--- config.mk ---
export PLATFORM = sky130hd
export DESIGN_NAME = hi_lo_unit_scheduler
export DESIGN_NICKNAME = d
export VERILOG_FILES = /design/src/rtl/hi_lo_unit_scheduler.sv
export SDC_FILE = /design/constraint.sdc
export NUM_CORES = 1
export LEC_CHECK = 0
export ABC_CLOCK_PERIOD_IN_PS = 2800
export CORE_UTILIZATION = 36
export CTS_CLUSTER_SIZE = 16
export DETAILED_ROUTE_END_ITERATION = 8
export DONT_BUFFER_PORTS = 1
export GPL_ROUTABILITY_DRIVEN = 0
export PLACE_DENSITY = 0.6
export SYNTH_ARGS = -nofsm -noshare
export SYNTH_HDL_FRONTEND = slang
export SYNTH_SLANG_ARGS = --single-unit
--- constraint.sdc ---
create_clock -name clk -period 2.8 [get_ports clk]
set_input_delay 0.42 -clock clk [delete_from_list [all_inputs] [get_ports clk]]
set_output_delay 0.42 -clock clk [all_outputs]
set_load 0.05 [all_outputs]
--- src/rtl/hi_lo_unit_scheduler.sv ---
// Start/latency/strobe sequencer for the multi-cycle HI/LO multiply/divide unit.
// Optional macro EARLY_HILO_RELEASE_EN: MFHI/MFLO/MTHI/MTLO do not stall in DONE.
module hi_lo_unit_scheduler #(
  parameter int unsigned MULT_CYCLES = 4,
  parameter int unsigned DIV_CYCLES  = 32,
  parameter int unsigned CNT_W       = 6
) (
  input  logic clk,
  input  logic reset,
  input  logic mult_request_execute,
  input  logic div_request_execute,
  input  logic hi_lo_read_decode,
  input  logic hi_lo_write_direct_decode,
  input  logic flush_execute,
  input  logic abort,
  output logic unit_start,
  output logic unit_select_div,
  output logic hi_lo_register_write_unit,
  output logic stall_pipeline,
  output logic busy
);

  localparam logic [1:0] IDLE = 2'd0;
  localparam logic [1:0] RUN  = 2'd1;
  localparam logic [1:0] DONE = 2'd2;

  localparam logic [CNT_W-1:0] MultLoad = CNT_W'(MULT_CYCLES - 1);
  localparam logic [CNT_W-1:0] DivLoad  = CNT_W'(DIV_CYCLES - 1);

  logic [1:0]       state;
  logic [CNT_W-1:0] counter;
  logic             request;
  logic             any_dep;
  logic             hi_lo_dep;

  assign request = mult_request_execute | div_request_execute;

  always_ff @(posedge clk or negedge reset) begin
    if (!reset) begin
      state                     <= IDLE;
      counter                   <= '0;
      unit_start                <= 1'b0;
      unit_select_div           <= 1'b0;
      hi_lo_register_write_unit <= 1'b0;
      busy                      <= 1'b0;
    end else begin
      unit_start                <= 1'b0;
      hi_lo_register_write_unit <= 1'b0;
      case (state)
        IDLE: begin
          if (request && !flush_execute && !abort) begin
            state           <= RUN;
            busy            <= 1'b1;
            unit_start      <= 1'b1;
            unit_select_div <= div_request_execute;
            counter         <= div_request_execute ? DivLoad : MultLoad;
          end
        end
        RUN: begin
          // Abort wins over expiry so a cancelled operation never writes HI/LO.
          if (abort) begin
            state   <= IDLE;
            busy    <= 1'b0;
            counter <= '0;
          end else if (counter == '0) begin
            state                     <= DONE;
            hi_lo_register_write_unit <= 1'b1;
          end else begin
            counter <= counter - 1'b1;
          end
        end
        DONE: begin
          state   <= IDLE;
          busy    <= 1'b0;
          counter <= '0;
        end
        default: begin
          state   <= IDLE;
          busy    <= 1'b0;
          counter <= '0;
        end
      endcase
    end
  end

  assign hi_lo_dep = hi_lo_read_decode | hi_lo_write_direct_decode;
  assign any_dep   = hi_lo_dep | request;

`ifdef EARLY_HILO_RELEASE_EN
  // In DONE the forwarding path covers HI/LO readers and writers.
  assign stall_pipeline = busy & ((state == DONE) ? request : any_dep);
`else
  assign stall_pipeline = busy & any_dep;
`endif

endmodule

==> run_results.csv <==
group,metric,value,unit
die,die_x,46.1,um
power,power_density,796,nW/um^2
place,dp_hpwl,1000,um
synth,syn_inst,67,
power,p_leak,0.346,nW
detailed_routing,wl,1350,um
die,rows,15,
setup_path,cp.required,2.38,ns
final_layout,post-route-cell-area,768,um^2
power,p_seq_share,48.4,%
final_layout,syn2layout_area_growth,9.84,%
sta,hold_viol,0,
die,core,1760,um^2
final_layout,finalNonFillerCells,95,
sta,tightest_slew,0.551,ns
sta,finClkSkew,0.00297,ns
setup_path,path_cells,"o31a_1",
setup_path,arrival,1.50,ns
clock_tree,cts_tree,"built",
setup_path,start_kind,"flop",
die,dieArea,2120,um^2
global_routing,grt_pass1_wl,2250,um
global_routing,grt_usage,15.9,%
synth,syn_nets,76,
clock_tree,h-tree-depth,1,
setup_path,slowest_stage,"dfrtp_1",
sta,post-route-period-util,68.6,%
clock_tree,clk_latency,0.28,ns
final_layout,final_nets,80,
sta,maxSlewHeadroom,63.2,%
detailed_routing,drtPass1Iterations,4,
sta,rsz0062_at_grt,"no",
setup_path,worstPathMaxFanout,4,
clock_tree,cts_buffers,3,
job,cap_violations,0,
clock_tree,path_clk_slew,0.07,ns
place,post-place-cells,90,
synth,synth_cell_types,34,
detailed_routing,drc_errors,0,
power,fin_total_pwr,0.000612,W
sta,setup_tns,0,ns
global_routing,grt_pass1_vias,513,
sta,fin_crit,1.92,ns
clock_tree,root_buffer,"clkbuf_4",
detailed_routing,vias,516,
setup_path,endpoint_kind,"output port",
sta,setup_violations,0,
synth,synth_area,699,um^2
place,placed_area,722,um^2
die,chipHeight,46.1,um
final_layout,final_cell_mix,"12 x dfrtp_1, 8 x inv_1, 4 x a211oi_1",
detailed_routing,ant_nets,0,
final_layout,n_antenna_cell,0,
power,switchingPower,0.000239,W
final_layout,final_common_cell,"dfrtp_1",
final_layout,finish.utilization,43.5,%
power,pwr-share-clk,22.6,%
status,status,"finished clean",
synth,syn_area_per_cell,10.4,um^2
sta,fmax,521,MHz
detailed_routing,drt_iter0_markers,13,
power,vdd.ir_drop.worst,448,uV
setup_path,critPathBufInv,0,
synth,synth_seq_area_share,42.9,%
sta,slew_viol_final,0,
global_routing,grt_remaining_overflow,0,
hold_path,min-delay-path-class,"primary input to flop",
detailed_routing,vias_per_cell,5.43,
setup_path,path_delay_family,"flip-flops",
power,intPower,0.000373,W
power,switching_share,39.1,%
global_routing,antenna_found_initial,0,
detailed_routing,wire_per_inst,14.2,um
setup_path,crit_type,"flop to output port",
die,start_util,39.6,%
clock_tree,cts.sinks,12,
place,numPortBuffers,0,
die,num_io_pins,13,
power,p_comb_share,29.0,%
global_routing,grt_max_degree,15,
synth,ys_warn_count,0,
synth,ys_ff_latch,12,
setup_path,critPathMaxStageDelay,0.67,ns
final_layout,drive_gt1_share,17.1,%
clock_tree,cts_buffer_depth,2,
-- cells in the mapped netlist (all sizes together) --
| library cell | number | area share, % |
|---|---|---|
| dfrtp | 12 | 43 |
| nor4 | 1 | 0.90 |
| a21oi | 3 | 2.1 |
| mux2 | 1 | 1.6 |
| a31oi | 1 | 0.90 |
| o211a | 3 | 4.3 |
| o31a | 1 | 1.3 |
| nand2b | 2 | 1.8 |
| nor3b | 2 | 2.1 |
| and3 | 1 | 1.6 |
| buf | 2 | 1.3 |
| o21ai | 1 | 0.71 |
| nor4b | 1 | 3.4 |
| o31ai | 2 | 2.1 |
| nor3 | 2 | 2.1 |
| nand2 | 2 | 1.1 |
| nor2 | 3 | 1.6 |
| o21bai | 1 | 1.1 |
| and2 | 2 | 1.8 |
| or2 | 1 | 0.90 |
| nand4 | 1 | 0.90 |
| nand3 | 1 | 2.5 |
| o32ai | 2 | 3.6 |
| ha | 1 | 1.8 |
| a311o | 1 | 1.4 |
| a31o | 1 | 1.3 |
| a21o | 2 | 2.1 |
| a211oi | 4 | 4.3 |
| and2b | 1 | 1.1 |
| a22oi | 1 | 1.1 |
| inv | 8 | 4.3 |
-- state kept, by name, indices dropped and copies added, names as in the netlist --
signal and count:
counter 6, unit_select_div 1, busy 1, state 2
hi_lo_register_write_unit 1, unit_start 1
-- final timing paths --
| path | slack [ns] | cells past startpoint | start | to |
|---|---|---|---|---|
| setup / recovery | 0.88 | 1 | busy | stall_pipeline |
| hold / removal | 0.32 | 2 | abort | busy |
| setup reg to reg | 1.03 | 6 | counter[0] | counter[5] |
| hold reg to reg | 0.57 | 2 | counter[1] | counter[1] |
| max in group asynchronous | 1.87 | 1 | reset | counter[0] |
| min in group asynchronous | 0.56 | 1 | reset | counter[2] |
-- through the flow --
step                      setup slack (ns)  hold slack (ns)
after floorplan                       1.18            0.124
after global placement                1.10            0.125
after detailed placement              1.04            0.125
after CTS                            0.863            0.316
after global routing                 0.838            0.335
final                                0.879            0.317
-- cell families after synthesis --
| kind of cell | synth area share, % |
|---|---|
| AOI/OAI and AO/OA | 26.3 |
| adders and majority gates | 1.79 |
| buffers and inverters | 5.54 |
| DFF | 42.9 |
| muxes | 1.61 |
| and+or+nand+nor | 21.8 |
-- power groups by stage --
stage               clock (W)  combinational, W  sequential (W)
floorplan                   0          0.000158        0.000284
global placement            0          0.000174        0.000301
detailed placement          0          0.000174        0.000299
CTS                  0.000145          0.000179        0.000295
global route         0.000156          0.000200        0.000304
finish               0.000138          0.000178        0.000296
-- metal layers --
| metal | GRT usage (%) | vias to the layer above | wire (um) |
|---|---|---|---|
| li1 | - | 259 | - |
| met1 | 19.3 | 247 | 668 |
| met2 | 24.8 | 8 | 603 |
| met3 | 7.06 | 2 | 61 |
| met4 | 5.29 | 0 | 12 |
| met5 | 0 | - | 0 |
-- final cells by class --
| type | instances | area (um^2) |
|---|---|---|
| inverters | 8 | 30.0 |
| flip-flops and latches | 12 | 300 |
| clock buffers | 4 | 36.3 |
| multi-input cells | 45 | 360 |
| well taps | 25 | 31.3 |
| repair buffers | 1 | 10.0 |
| fillers | 177 | 996 |
-- repair_timing --
| action | in CTS | in global routing |
|---|---|---|
| endpoints found under the hold margin | 12 | 0 |
| buffers inserted | 0 | 0 |
| resized for setup | 0 | 0 |
| setup endpoints to repair | 0 | 0 |
| hold buffers | 1 | 0 |
Note: power is estimated with default switching activity, not from simulation.
